--- src/rtl/pc_seq_pkg.sv ---
// pc_seq_pkg: shared types and constants for the PC sequencer
package pc_seq_pkg;
    localparam int PC_W = 16;
    localparam int CNT_W = 16;
    localparam logic [15:0] PC_INC = 16'd2;
    localparam logic [15:0] RESET_PC = 16'h0000;
    typedef enum logic [1:0] {FETCH, WAIT_MEM, DRAIN, HALT} state_t;
endpackage

--- src/rtl/pc_perf_cnt.sv ---
// pc_perf_cnt: saturating event counter with asynchronous active-low clear
module pc_perf_cnt
    import pc_seq_pkg::*;
(
    input  logic             clk,
    input  logic             rst_n,
    input  logic             inc,
    output logic [CNT_W-1:0] cnt
);
    always_ff @(posedge clk or negedge rst_n)
        if (!rst_n) cnt <= '0;
        else if (inc && cnt != '1) cnt <= cnt + CNT_W'(1);
endmodule

--- src/rtl/pc_sequencer.sv ---
// pc_sequencer: PC register and fetch sequencing; PC_SEQ_PERF_CNT_EN adds branch counters
module pc_sequencer #(
    parameter int              PC_W     = pc_seq_pkg::PC_W,
    parameter logic [PC_W-1:0] RESET_PC = PC_W'(pc_seq_pkg::RESET_PC)
) (
    input  logic            clk,
    input  logic            rst_n,
    input  logic            stall,
    input  logic            br_valid,
    input  logic            br_taken,
    input  logic [PC_W-1:0] br_target,
    input  logic            hlt_dec,
    input  logic            imem_ready,
    output logic            imem_req,
    output logic [PC_W-1:0] imem_addr,
    output logic [PC_W-1:0] pc,
    output logic            ifid_we,
    output logic            flush_ifid,
    output logic            flush_idex,
    output logic            halted,
    output logic [15:0]     br_cnt,
    output logic [15:0]     br_taken_cnt
);
    import pc_seq_pkg::*;

    state_t          state, state_nx;
    logic [PC_W-1:0] pc_nx;
    logic            active, redirect, req_b, we_b, fi_b, fx_b;
    logic            unused_ok;

    assign active    = state != HALT;
    assign redirect  = br_valid & br_taken & active;
    assign unused_ok = br_target[0];

    always_ff @(posedge clk or negedge rst_n)
        if (!rst_n) begin
            state <= FETCH;
            pc    <= RESET_PC;
        end else begin
            state <= state_nx;
            pc    <= pc_nx;
        end

    // a redirect with no response yet leaves a stale request in flight, so drain it
    always_comb begin
        state_nx = state;
        pc_nx    = pc;
        req_b    = state == FETCH || state == WAIT_MEM;
        we_b     = 1'b0;
        fi_b     = 1'b0;
        fx_b     = 1'b0;
        if (redirect) begin
            fi_b     = 1'b1;
            fx_b     = 1'b1;
            pc_nx    = {br_target[PC_W-1:1], 1'b0};
            state_nx = imem_ready ? FETCH : DRAIN;
        end else if (active && hlt_dec && !stall) begin
            fi_b     = 1'b1;
            state_nx = HALT;
        end else if (state == DRAIN) begin
            state_nx = imem_ready ? FETCH : DRAIN;
        end else if (active) begin
            state_nx = imem_ready ? FETCH : WAIT_MEM;
            we_b     = imem_ready & ~stall;
            pc_nx    = (imem_ready && !stall) ? pc + PC_W'(PC_INC) : pc;
        end
    end

    assign imem_req   = rst_n & req_b;
    assign ifid_we    = rst_n & we_b;
    assign flush_ifid = rst_n & fi_b;
    assign flush_idex = rst_n & fx_b;
    assign halted     = rst_n & (state == HALT);
    assign imem_addr  = pc;

`ifdef PC_SEQ_PERF_CNT_EN
    pc_perf_cnt u_br_cnt (
        .clk   (clk),
        .rst_n (rst_n),
        .inc   (br_valid & active),
        .cnt   (br_cnt)
    );
    pc_perf_cnt u_br_taken_cnt (
        .clk   (clk),
        .rst_n (rst_n),
        .inc   (redirect),
        .cnt   (br_taken_cnt)
    );
`else
    assign br_cnt       = '0;
    assign br_taken_cnt = '0;
`endif
endmodule

--- config.mk ---
export PLATFORM = sky130hd
export DESIGN_NAME = pc_sequencer
export DESIGN_NICKNAME = d
export VERILOG_FILES = /design/src/rtl/pc_seq_pkg.sv /design/src/rtl/pc_perf_cnt.sv /design/src/rtl/pc_sequencer.sv
export SDC_FILE = /design/constraint.sdc
export NUM_CORES = 1
export LEC_CHECK = 0
export CORE_ASPECT_RATIO = 1.1
export CORE_UTILIZATION = 33
export CTS_CLUSTER_SIZE = 24
export DETAILED_ROUTE_END_ITERATION = 6
export GPL_ROUTABILITY_DRIVEN = 0
export HOLD_SLACK_MARGIN = 0.08
export PLACE_DENSITY = 0.81
export SYNTH_ARGS = -nofsm -noshare
export SYNTH_HDL_FRONTEND = slang
export SYNTH_HIERARCHICAL = 1
export SYNTH_SLANG_ARGS = --single-unit
--- constraint.sdc ---
create_clock -name clk -period 2.25 [get_ports clk]
set_clock_uncertainty 0.2 [all_clocks]
set_input_delay 0.225 -clock clk [delete_from_list [all_inputs] [get_ports clk]]
set_output_delay 0.225 -clock clk [all_outputs]
set_load 0.03 [all_outputs]
==> summary.md <==
| Metric | Value |
|---|---|
| Post-Place Setup Slack | `-0.277 ns` |
| Count of flip-flops with a built-in enable after synthesis | `0` |
| Die footprint | `0.00450 mm2` |
| Stages on worst setup path | `5` |
| Sequential cell area fraction in the yosys report | `0.305` |
| Setup ws final | `0.0559 ns` |
| Clk network pwr share | `0.274` |
| Via count of the first global-routing pass | `1110` |
| Critical path endpoint category | `flip-flop` |
| Library cell with the largest summed area after synthesis | `dfrtp_1` |
| Cell area reported after detailed placement | `0.00182 mm2` |
| Period utilization | `0.975` |
| Clk root buf | `clkbuf_8` |
| Mean cell area of the mapped netlist | `8.26 um2` |
| Outcome | `finished clean` |
| Placed Cells incl. Taps | `266` |
| Largest cells by area after synthesis | `dfrtp_1 30%, buf_4 26%, nand2_1 6.5%, o21ai_0 5.4%, xnor2_1 5.0%` |
| Global routing met1 resource utilization | `0.160` |
| Clock sinks | `17` |
| Maximum buffer depth of the clock tree | `2` |
| Maxcap violations | `0` |
| Remaining design rule violation count | `0` |
| Sequential cell fraction of total power | `0.408` |
| Latest clock arrival within the worst-skew pair | `0.25 ns` |
| Crit-path slowest cell | `or4_4` |
| Post-route antenna net violation count | `0` |
| Vias per cell | `4.37` |
| Sw power | `298 uW` |
| Kind of path behind the tightest hold check | `in2async` |
| Number of standard cells in the final layout excluding fillers | `270` |
| Setup Crit Path Kind | `in2reg` |
| Unrepaired setup endpoints after global routing | `false` |
| Routed wirelength normalized by instance count | `11.0 um` |
| Final count of negative-setup-slack endpoints | `0` |
| Routed WL | `2.97 mm` |
| Number of different library cells in the post-synthesis netlist | `33` |
| Global Route Usage Sum | `0.138` |
| Post-DP HPWL | `2.36 mm` |
| Count leader, synth | `buf_4` |
| Flop2flop setup slack | `0.06 ns` |
| Post-Synthesis Cell Area | `0.00140 mm2` |
| Reg2reg path depth | `4` |
| Number of clock buffers inserted by TritonCTS | `3` |
| H-tree depth | `1` |
| Number of antenna cells inserted | `0` |
| Fraction of post-synthesis cell area in the top cell type by area | `0.305` |
| Final number of max-transition violations | `0` |
| Share of total power consumed by net switching | `0.355` |
| Part of the total power dissipated in combinational logic | `0.318` |
| Number of detailed-route iterations in the first pass | `4` |
| TritonCTS clock tree | `yes` |
| Max Clock Freq | `456 MHz` |
| Core footprint | `0.00402 mm2` |
| Top delay family on crit path | `simple AND/OR/NAND/NOR gates` |
| Final instance area | `0.00187 mm2` |
| Global routing usage on met2 | `0.233` |
| Period minus WS final | `2.19 ns` |
| Share of post-route cells with drive strength above 1 | `0.101` |
| Global-route wire length before repair | `4.86 mm` |
| Static Leak | `0.000766 uW` |
| Die boundary height | `70.2 um` |
| Type of element launching the critical path | `input pin` |
| Iteration-0 DRC Markers | `52` |
| # Post-CTS Setup Buffers | `0` |
| Critical Path AT | `2.17 ns` |
| List of most frequent post-synthesis cells | `49 x buf_4, 24 x nand2_1, 17 x dfrtp_1` |
| Via Count | `1181` |
| Cell row count | `24` |
| Port Buffer Count | `56` |
| Fin nets | `243` |
| Critical path fanouts, max | `4` |
| Remaining global-route overflow | `0` |
| Hold Vio Cnt, Final | `0` |
| Crit-path max cell delay | `0.54 ns` |
| Global-route layer with the greatest usage | `met2` |
| R2r endpoint | `imem_addr[12]` |
| Instance count of the mapped netlist | `169` |
| Pwr per Cell Area | `447 mW/mm2` |
| Clock transition at the registers of the reported paths | `0.07 ns` |
| Critical path required time | `2.23 ns` |
| Highest ir drop seen on vdd | `0.000150 V` |
| Initial cell density of the core | `0.347` |
| Total buffers and inverters traversed by the critical path | `1` |
| Met3 Usage GRT | `0.0229` |
| CP Cell Sequence | `clkdlybuf4s50_1 > or4b_4 > or4_4 > or3_1 > a31oi_1` |
| Layout-stage area growth over the synthesis result | `34.2%` |
| Asr flop ratio synth | `1.00` |
| Critical R2R Launch | `state[1]` |
| Initial antenna violation count | `0` |
| Chip width | `64.0 um` |
| Internal power component | `540 uW` |
| Flip-flop and latch count after synthesis | `17` |
| Most common flop cell mapped by yosys | `dfrtp_1` |
| Maximum number of pins on one net before global-route repair | `28` |
| Number of top-level design ports | `92` |
| Ys Warns | `6` |
## stage by stage
| step | hold WS [ns] | setup TNS (ns) | utilization | power [uW] |
|---|---|---|---|---|
| floorplan | -0.271 | 0 | - | 565 |
| global placement | 0.300 | -0.618 | 0.453 | 612 |
| detailed placement | 0.295 | -0.901 | 0.453 | 615 |
| CTS | 0.327 | 0 | 0.468 | 845 |
| global route | 0.112 | 0 | 0.466 | 874 |
| finish | 0.0866 | 0 | 0.466 | 838 |
## logic make-up (layout without fill, tap and decap cells)
kind of cell	count (synthesis)	after routing	share of synthesized area
AND/OR/NAND/NOR	58	58	0.219
buffers and inverters	56	72	0.288
AO/OA/AOI/OAI	23	23	0.0932
flip-flops	17	17	0.305
XOR/XNOR	10	10	0.0627
multiplexers	3	3	0.0215
adder cells (fa/ha/maj)	1	1	0.00896
other	1	34	0.00269
## flip-flops by register name, indices dropped and copies added (netlist names)
register / count
imem_addr: 15
state: 2
## final cells by class
| class | instances | area [um2] |
|---|---|---|
| well taps | 52 | 65.1 |
| multi-input cells | 129 | 697 |
| fillers | 396 | 2150 |
| clock buffers | 4 | 45.0 |
| inverters | 3 | 11.3 |
| repair buffers | 65 | 631 |
| flip-flops and latches | 17 | 425 |
## layout by cell type, fill, tap and decap left out, drive strengths merged
cell type      synthesis  final
conb                   1     34
nor2                   2      2
ha                     1      1
o21ai                 15     15
clkdlybuf4s50          0     49
nand4                  4      4
and3                   3      3
dfrtp                 17     17
nor4b                  1      1
xnor2                  8      8
clkbuf                 3      4
nand3b                 1      1
o221ai                 1      1
mux2i                  3      3
a31oi                  1      1
or3                    3      3
nand2                 24     24
and2                   1      1
dlygate4sd3            0      1
a2111oi                2      2
nor4                   3      3
a21oi                  3      3
nand2b                 1      1
nor3                   4      4
or4                    2      2
xor2                   2      2
or4b                   1      1
buf                   50     14
dlymetal6s2s           0      1
a21boi                 1      1
and2b                  1      1
inv                    3      3
nand3                  7      7
## routing by layer
layer	vias up	share of wire
met2	59	0.47
met3	4	0.066
met4	0	0.026
li1	596	-
met5	-	0
met1	522	0.44
## power groups by stage
stage | Clock (uW) | Sequential [uW] | Combinational, uW
floorplan | 0 | 371 | 194
global placement | 0 | 347 | 265
detailed placement | 0 | 348 | 267
CTS | 233 | 342 | 269
global route | 247 | 345 | 282
finish | 230 | 342 | 267
## timing repair
action                                 CTS  global route
hold buffers                             1             0
setup endpoints to repair                1             7
cloned                                   0             0
pin swaps                                2             1
gates resized for setup                  1             1
endpoints found under the hold margin    3             0
## how the worst max path moves through the flow
stage          slack [ns]     start            end
2_1_floorplan       0.005  state[1]  imem_addr[10]
3_3_place_gp        -0.25     stall  imem_addr[12]
3_5_place_dp        -0.28     stall  imem_addr[12]
4_1_cts              0.01     rst_n         halted
5_1_grt             0.003  state[1]  imem_addr[12]
6_report             0.06     stall  imem_addr[12]
Note: power is estimated with default switching activity, not from simulation.
